**config.mk**
```make
export PLATFORM = sky130hd
export DESIGN_NAME = eflags_wb_flat
export DESIGN_NICKNAME = d
export VERILOG_FILES = /design/src/rtl/eflags_wb_if.sv /design/src/rtl/eflags_wb.sv /design/src/flat_wrapper.sv
export SDC_FILE = /design/constraint.sdc
export NUM_CORES = 1
export LEC_CHECK = 0
export ABC_AREA = 1
export BUFFER_PORTS_ARGS = -buffer_cell sky130_fd_sc_hd__buf_2
export CAP_MARGIN = 10
export CELL_PAD_IN_SITES_DETAIL_PLACEMENT = 1
export CELL_PAD_IN_SITES_GLOBAL_PLACEMENT = 2
export CORE_UTILIZATION = 29
export CTS_BUF_LIST = sky130_fd_sc_hd__clkbuf_4 sky130_fd_sc_hd__clkbuf_8
export CTS_CLUSTER_DIAMETER = 50
export DETAILED_ROUTE_END_ITERATION = 16
export GPL_TIMING_DRIVEN = 1
export HOLD_SLACK_MARGIN = 0.12
export PLACE_DENSITY_LB_ADDON = 0.1
export SYNTH_ARGS = -nofsm -noshare
export SYNTH_HDL_FRONTEND = slang
export SYNTH_SLANG_ARGS = --single-unit
```
**constraint.sdc**
```tcl
create_clock -name clk -period 5.7 [get_ports clk]
set_input_delay 0.855 -clock clk [delete_from_list [all_inputs] [get_ports clk]]
set_output_delay 0.855 -clock clk [all_outputs]
set_load 0.03 [all_outputs]
```
**src/rtl/eflags_wb_if.sv**
```systemverilog
// eflags_wb_if: groups the EX->WB handshake, WB entry, EFLAGS and forwarding
// signals of the EFLAGS write-back stage.
// master = EX/control side driving the stage, slave = eflags_wb itself.
interface eflags_wb_if;
    logic        ex_valid;
    logic        ex_ready;
    logic [31:0] alu_res1;
    logic [5:0]  alu1_flags;
    logic [5:0]  cmps_flags;
    logic        cmps_sel;
    logic        ld_flag_CF;
    logic        ld_flag_PF;
    logic        ld_flag_AF;
    logic        ld_flag_ZF;
    logic        ld_flag_SF;
    logic        ld_flag_OF;
    logic        ld_df;
    logic        df_val_ex;
    logic        wb_stall;
    logic        flush;
    logic        wb_valid;
    logic [31:0] wb_res;
    logic [31:0] eflags;
    logic        CF_fwd;
    logic        AF_fwd;
    logic        DF_fwd;
    logic [15:0] retire_cnt;

    modport master (
        output ex_valid, alu_res1, alu1_flags, cmps_flags, cmps_sel,
               ld_flag_CF, ld_flag_PF, ld_flag_AF, ld_flag_ZF, ld_flag_SF, ld_flag_OF,
               ld_df, df_val_ex, wb_stall, flush,
        input  ex_ready, wb_valid, wb_res, eflags, CF_fwd, AF_fwd, DF_fwd, retire_cnt
    );

    modport slave (
        input  ex_valid, alu_res1, alu1_flags, cmps_flags, cmps_sel,
               ld_flag_CF, ld_flag_PF, ld_flag_AF, ld_flag_ZF, ld_flag_SF, ld_flag_OF,
               ld_df, df_val_ex, wb_stall, flush,
        output ex_ready, wb_valid, wb_res, eflags, CF_fwd, AF_fwd, DF_fwd, retire_cnt
    );
endinterface

```
**src/rtl/eflags_wb.sv**
```systemverilog
// eflags_wb: single-entry WB latch for ALU1 results that commits per-flag
// updates into architectural EFLAGS and forwards CF/AF/DF back to ALU1.
// Ports: clk, rst (async, active-high), bus (eflags_wb_if.slave).
// Latency: capture on one edge, commit on the next unstalled edge; a commit
// and a new capture may share an edge, giving one entry per cycle.
// Backpressure: ex_ready drops while the entry is stalled or on flush.
module eflags_wb (
    input  logic          clk,
    input  logic          rst,
    eflags_wb_if.slave    bus
);

    // Flag vectors use the order {OF,SF,ZF,AF,PF,CF} = [5:0].
    localparam int CF_I = 0;
    localparam int PF_I = 1;
    localparam int AF_I = 2;
    localparam int ZF_I = 3;
    localparam int SF_I = 4;
    localparam int OF_I = 5;

    logic [31:0] lat_res;
    logic [5:0]  lat_flags;
    logic [5:0]  lat_ld;
    logic        lat_ld_df;
    logic        lat_df;
    logic        wb_valid;
    logic [5:0]  arch_flags;
    logic        arch_df;
    logic [15:0] retire_cnt;

    logic        ex_ready;
    logic        capture;
    logic        commit;
    logic [5:0]  sel_flags;
    logic [5:0]  ld_vec;

    // ex_ready depends only on flush, stall and the held entry, never on
    // ex_valid, so EX may compute ex_valid from ex_ready without a loop.
    assign ex_ready  = !bus.flush && (!wb_valid || !bus.wb_stall);
    assign capture   = bus.ex_valid && ex_ready;
    assign commit    = wb_valid && !bus.wb_stall && !bus.flush;
    assign sel_flags = bus.cmps_sel ? bus.cmps_flags : bus.alu1_flags;
    assign ld_vec    = {bus.ld_flag_OF, bus.ld_flag_SF, bus.ld_flag_ZF,
                        bus.ld_flag_AF, bus.ld_flag_PF, bus.ld_flag_CF};

    // WB latch. Data fields only move on capture, so wb_res keeps its last
    // value once the entry retires or is flushed.
    always_ff @(posedge clk or posedge rst) begin
        if (rst) begin
            lat_res   <= 32'h0;
            lat_flags <= 6'h0;
            lat_ld    <= 6'h0;
            lat_ld_df <= 1'b0;
            lat_df    <= 1'b0;
        end else if (capture) begin
            lat_res   <= bus.alu_res1;
            lat_flags <= sel_flags;
            lat_ld    <= ld_vec;
            lat_ld_df <= bus.ld_df;
            lat_df    <= bus.df_val_ex;
        end
    end

    // Flush wins over everything; a capture refills the slot even when the
    // current entry commits on the same edge.
    always_ff @(posedge clk or posedge rst) begin
        if (rst) begin
            wb_valid <= 1'b0;
        end else if (bus.flush) begin
            wb_valid <= 1'b0;
        end else if (capture) begin
            wb_valid <= 1'b1;
        end else if (commit) begin
            wb_valid <= 1'b0;
        end
    end

    // Architectural state: only flags whose latched load bit is set change.
    always_ff @(posedge clk or posedge rst) begin
        if (rst) begin
            arch_flags <= 6'h0;
            arch_df    <= 1'b0;
            retire_cnt <= 16'h0;
        end else if (commit) begin
            arch_flags <= (arch_flags & ~lat_ld) | (lat_flags & lat_ld);
            if (lat_ld_df) begin
                arch_df <= lat_df;
            end
            retire_cnt <= retire_cnt + 16'd1;
        end
    end

    assign bus.ex_ready   = ex_ready;
    assign bus.wb_valid   = wb_valid;
    assign bus.wb_res     = lat_res;
    assign bus.retire_cnt = retire_cnt;

    // bit1 is reserved-as-one; all unlisted bits read zero.
    assign bus.eflags = {20'h0,
                         arch_flags[OF_I], arch_df, 2'b00,
                         arch_flags[SF_I], arch_flags[ZF_I], 1'b0,
                         arch_flags[AF_I], 1'b0,
                         arch_flags[PF_I], 1'b1,
                         arch_flags[CF_I]};

    // Forwarding looks only at the held entry, not at stall/flush: the
    // entry is the youngest flag producer until it is gone.
    assign bus.CF_fwd = (wb_valid && lat_ld[CF_I]) ? lat_flags[CF_I] : arch_flags[CF_I];
    assign bus.AF_fwd = (wb_valid && lat_ld[AF_I]) ? lat_flags[AF_I] : arch_flags[AF_I];
    assign bus.DF_fwd = (wb_valid && lat_ld_df)    ? lat_df          : arch_df;

endmodule

```
**src/flat_wrapper.sv**
```systemverilog
// flat-port wrapper written by rule: the top's interface ports become plain ports
module eflags_wb_flat 
  (clk, rst, bus_ex_valid, bus_alu_res1, bus_alu1_flags, bus_cmps_flags, bus_cmps_sel, bus_ld_flag_CF, bus_ld_flag_PF, bus_ld_flag_AF, bus_ld_flag_ZF, bus_ld_flag_SF, bus_ld_flag_OF, bus_ld_df, bus_df_val_ex, bus_wb_stall, bus_flush, bus_ex_ready, bus_wb_valid, bus_wb_res, bus_eflags, bus_CF_fwd, bus_AF_fwd, bus_DF_fwd, bus_retire_cnt);
  eflags_wb_if bus_i ();
  input  logic clk;
  input  logic rst;
  input wire logic [$bits(bus_i.ex_valid)-1:0] bus_ex_valid;
  input wire logic [$bits(bus_i.alu_res1)-1:0] bus_alu_res1;
  input wire logic [$bits(bus_i.alu1_flags)-1:0] bus_alu1_flags;
  input wire logic [$bits(bus_i.cmps_flags)-1:0] bus_cmps_flags;
  input wire logic [$bits(bus_i.cmps_sel)-1:0] bus_cmps_sel;
  input wire logic [$bits(bus_i.ld_flag_CF)-1:0] bus_ld_flag_CF;
  input wire logic [$bits(bus_i.ld_flag_PF)-1:0] bus_ld_flag_PF;
  input wire logic [$bits(bus_i.ld_flag_AF)-1:0] bus_ld_flag_AF;
  input wire logic [$bits(bus_i.ld_flag_ZF)-1:0] bus_ld_flag_ZF;
  input wire logic [$bits(bus_i.ld_flag_SF)-1:0] bus_ld_flag_SF;
  input wire logic [$bits(bus_i.ld_flag_OF)-1:0] bus_ld_flag_OF;
  input wire logic [$bits(bus_i.ld_df)-1:0] bus_ld_df;
  input wire logic [$bits(bus_i.df_val_ex)-1:0] bus_df_val_ex;
  input wire logic [$bits(bus_i.wb_stall)-1:0] bus_wb_stall;
  input wire logic [$bits(bus_i.flush)-1:0] bus_flush;
  output wire logic [$bits(bus_i.ex_ready)-1:0] bus_ex_ready;
  output wire logic [$bits(bus_i.wb_valid)-1:0] bus_wb_valid;
  output wire logic [$bits(bus_i.wb_res)-1:0] bus_wb_res;
  output wire logic [$bits(bus_i.eflags)-1:0] bus_eflags;
  output wire logic [$bits(bus_i.CF_fwd)-1:0] bus_CF_fwd;
  output wire logic [$bits(bus_i.AF_fwd)-1:0] bus_AF_fwd;
  output wire logic [$bits(bus_i.DF_fwd)-1:0] bus_DF_fwd;
  output wire logic [$bits(bus_i.retire_cnt)-1:0] bus_retire_cnt;
  assign bus_i.ex_valid = bus_ex_valid;
  assign bus_i.alu_res1 = bus_alu_res1;
  assign bus_i.alu1_flags = bus_alu1_flags;
  assign bus_i.cmps_flags = bus_cmps_flags;
  assign bus_i.cmps_sel = bus_cmps_sel;
  assign bus_i.ld_flag_CF = bus_ld_flag_CF;
  assign bus_i.ld_flag_PF = bus_ld_flag_PF;
  assign bus_i.ld_flag_AF = bus_ld_flag_AF;
  assign bus_i.ld_flag_ZF = bus_ld_flag_ZF;
  assign bus_i.ld_flag_SF = bus_ld_flag_SF;
  assign bus_i.ld_flag_OF = bus_ld_flag_OF;
  assign bus_i.ld_df = bus_ld_df;
  assign bus_i.df_val_ex = bus_df_val_ex;
  assign bus_i.wb_stall = bus_wb_stall;
  assign bus_i.flush = bus_flush;
  assign bus_ex_ready = bus_i.ex_ready;
  assign bus_wb_valid = bus_i.wb_valid;
  assign bus_wb_res = bus_i.wb_res;
  assign bus_eflags = bus_i.eflags;
  assign bus_CF_fwd = bus_i.CF_fwd;
  assign bus_AF_fwd = bus_i.AF_fwd;
  assign bus_DF_fwd = bus_i.DF_fwd;
  assign bus_retire_cnt = bus_i.retire_cnt;
  eflags_wb u_core (.clk(clk), .rst(rst), .bus(bus_i));
endmodule
```
==> flow_metrics.env <==
export IMPL_synth_ff_latch_count=70
export IMPL_critPathMaxFanout=9
export IMPL_layout_common_cells="nand2_1, buf_2, dfrtp_1, conb_1, inv_1"
export IMPL_clkLatencyLatePin_ps=340
export IMPL_grt_first_pass_wirelength_mm=12.79
export IMPL_hpwl_mm=5.667
export IMPL_grtUsageTotal_pct=14.58
export IMPL_dr_pass1_iters=4
export IMPL_relSlewSlack_pct=38.46
export IMPL_arrival_ps=1440
export IMPL_port_buffers=117
export IMPL_post_cts_setup_buffers=0
export IMPL_critical_path_class="reg2out"
export IMPL_nets=533
export IMPL_n_antenna_cell=0
export IMPL_p_clk_share_pct=27.3
export IMPL_first_global_vias=2599
export IMPL_fin_util_pct=37.47
export IMPL_slew_violations=0
export IMPL_startpoint_type="flop"
export IMPL_hold_path_class="reg2reg"
export IMPL_via_per_inst=4.227
export IMPL_synth_warnings=0
export IMPL_status="completed"
export IMPL_cts_root_buffer="clkbuf_8"
export IMPL_drive_above_1_share_pct=30.19
export IMPL_die_h_um=106.7
export IMPL_pwr_share_seq_pct=45.4
export IMPL_power_leakage_nw=2.218
export IMPL_grt_max_degree=71
export IMPL_grt_ovfl_total=0
export IMPL_area_growth_pct=23.35
export IMPL_rsz0062_at_grt="false"
export IMPL_fin_skew_ps=14.93
export IMPL_fin_setup_tns_ps=0
export IMPL_p_per_area_nw_per_um2=353.8
export IMPL_wire_per_inst_um=12.86
export IMPL_antenna_found_initial=0
export IMPL_dieArea_um2=11380
export IMPL_cts_buffers=9
export IMPL_drt_iter0_drc=73
export IMPL_drcViolationCount=0
export IMPL_fmax_mhz=435.8
export IMPL_switching_share_pct=36.86
export IMPL_place_gp_congestion=0.6614
export IMPL_ant_nets=0
export IMPL_start_util_pct=30.38
export IMPL_p_int_w=0.0008758
export IMPL_avgSynthCellArea_um2=8.853
export IMPL_ctsResizeCount=0
export IMPL_netlist_area_um2=3178
export IMPL_cts_buffer_depth=2
export IMPL_postCtsHoldBufs=0
export IMPL_die_width_um=106.7
export IMPL_core_area_um2=10460
export IMPL_maxCapViolations=0
export IMPL_drt_total_wl_mm=7.881
export IMPL_cts_tree="built"
export IMPL_final_common_cell="nand2_1"
export IMPL_timing_final_crit_share_pct=40.26
export IMPL_netlist_cell_type_count=27
export IMPL_cts_sinks=70
export IMPL_hold_viol=0
export IMPL_power_frac_comb_pct=27.4
export IMPL_cts_reportedPaths_clkPinSlew_ps=80
export IMPL_end_kind="output pin"
export IMPL_layout_min_cycle_time_ps=2295
export IMPL_ios=143
export IMPL_p_sw_w=0.0005112
export IMPL_num_rows=37
export IMPL_vias=2591
export IMPL_syn_inst=359
export IMPL_cp_required_ps=4850
export IMPL_setup_viol_count_final=0
export IMPL_htreeDepth=3
export IMPL_worst_slew_pin_slew_ps=923.1
export IMPL_ir_worst_vdd_mv=0.09514
export IMPL_ys_seq_area_share_pct=55.12
export IMPL_whs_ps=478.2
power by group through the flow:
stage          Combinational [W]  Clock (W)  Sequential, W
3_3_place_gp            0.000381          0       0.000640
4_1_cts                 0.000386   0.000397       0.000631
3_5_place_dp            0.000385          0       0.000640
6_report                0.000379   0.000378       0.000630
5_1_grt                 0.000415   0.000418       0.000642
2_1_floorplan           0.000163          0       0.000750
Yosys cell counts (all sizes together):
cell type / count / area share [%]
inv: 25 / 3.1
a21oi: 3 / 0.47
xor2: 7 / 1.9
ha: 1 / 0.39
o21ai: 15 / 2.4
clkbuf: 1 / 0.12
nand4: 2 / 0.39
a31oi: 3 / 0.59
nor2: 15 / 2.6
nor3: 3 / 0.47
conb: 2 / 0.24
dfrtp: 70 / 55
o211ai: 6 / 1.4
nand2: 157 / 19
xnor2: 6 / 1.7
buf: 36 / 8.8
nand3: 7 / 1.3
per-stage QoR:
step	power, W	setup slack (ps)	instances	area, µm²
after floorplan	0.0009134	3077	382	3264
after global placement	0.001021	3337	599	3744
after detailed placement	0.001025	3273	599	3744
after CTS	0.001414	3400	613	3920
after global routing	0.001475	3316	613	3920
final	0.001387	3405	613	3920
cell families after synthesis:
kind of cell	after synthesis	share of synthesized area [%]
AOI/OAI and AO/OA	27	4.842
DFF	70	55.12
adders and majority gates	1	0.3936
xor gates and xnor gates	13	3.583
buffers and inverters	62	12.05
and+or+nand+nor	184	23.78
other	2	0.2363
worst max-delay path: stages (launching register included):
cell     delay [ps]
dfrtp_1         570
a21oi_1         120
a31oi_1         170
buf_2           230
routing by layer:
| metal | up-vias | global-route usage [%] | share of wire, % |
|---|---|---|---|
| met2 | 80 | 23.27 | 48 |
| met4 | 0 | 5.284 | 1.0 |
| met3 | 7 | 3.647 | 4.9 |
| met1 | 1226 | 19.10 | 46 |
| met5 | - | 0 | 0 |
| li1 | 1278 | - | - |
state kept, by name (all words and copies together), names as in the netlist, named ones only:
register	cells
u_core.bus.wb_res	32
u_core.bus.retire_cnt	16
u_core.lat_flags	6
u_core.lat_ld	6
u_core.arch_df	1
u_core.bus.wb_valid	1
u_core.lat_df	1
u_core.lat_ld_df	1
cell type report:
class	count	area (µm²)
Multi-Input combinational cell	250	1130
Fill cell	1290	6543
Inverter	25	98.84
Clock inverter	5	52.55
Timing Repair Buffer	118	593.1
Clock buffer	9	123.9
Sequential cell	70	1752
Tap cell	136	170.2
final timing paths:
check,slack [ps],to,cells past startpoint,startpoint
worst max-delay path,3410,bus_CF_fwd,3,u_core.bus.wb_valid
max in group asynchronous,4310,u_core.bus.retire_cnt[15],3,rst
worst min-delay path,480,u_core.bus.wb_res[19],2,u_core.bus.wb_res[19]
worst max register to register,3750,u_core.lat_flags[2],7,u_core.bus.wb_valid
worst min register to register,480,u_core.bus.wb_res[19],2,u_core.bus.wb_res[19]
min in group asynchronous,800,u_core.bus.retire_cnt[7],3,rst
No activity file was read; power rests on OpenSTA's default activity.
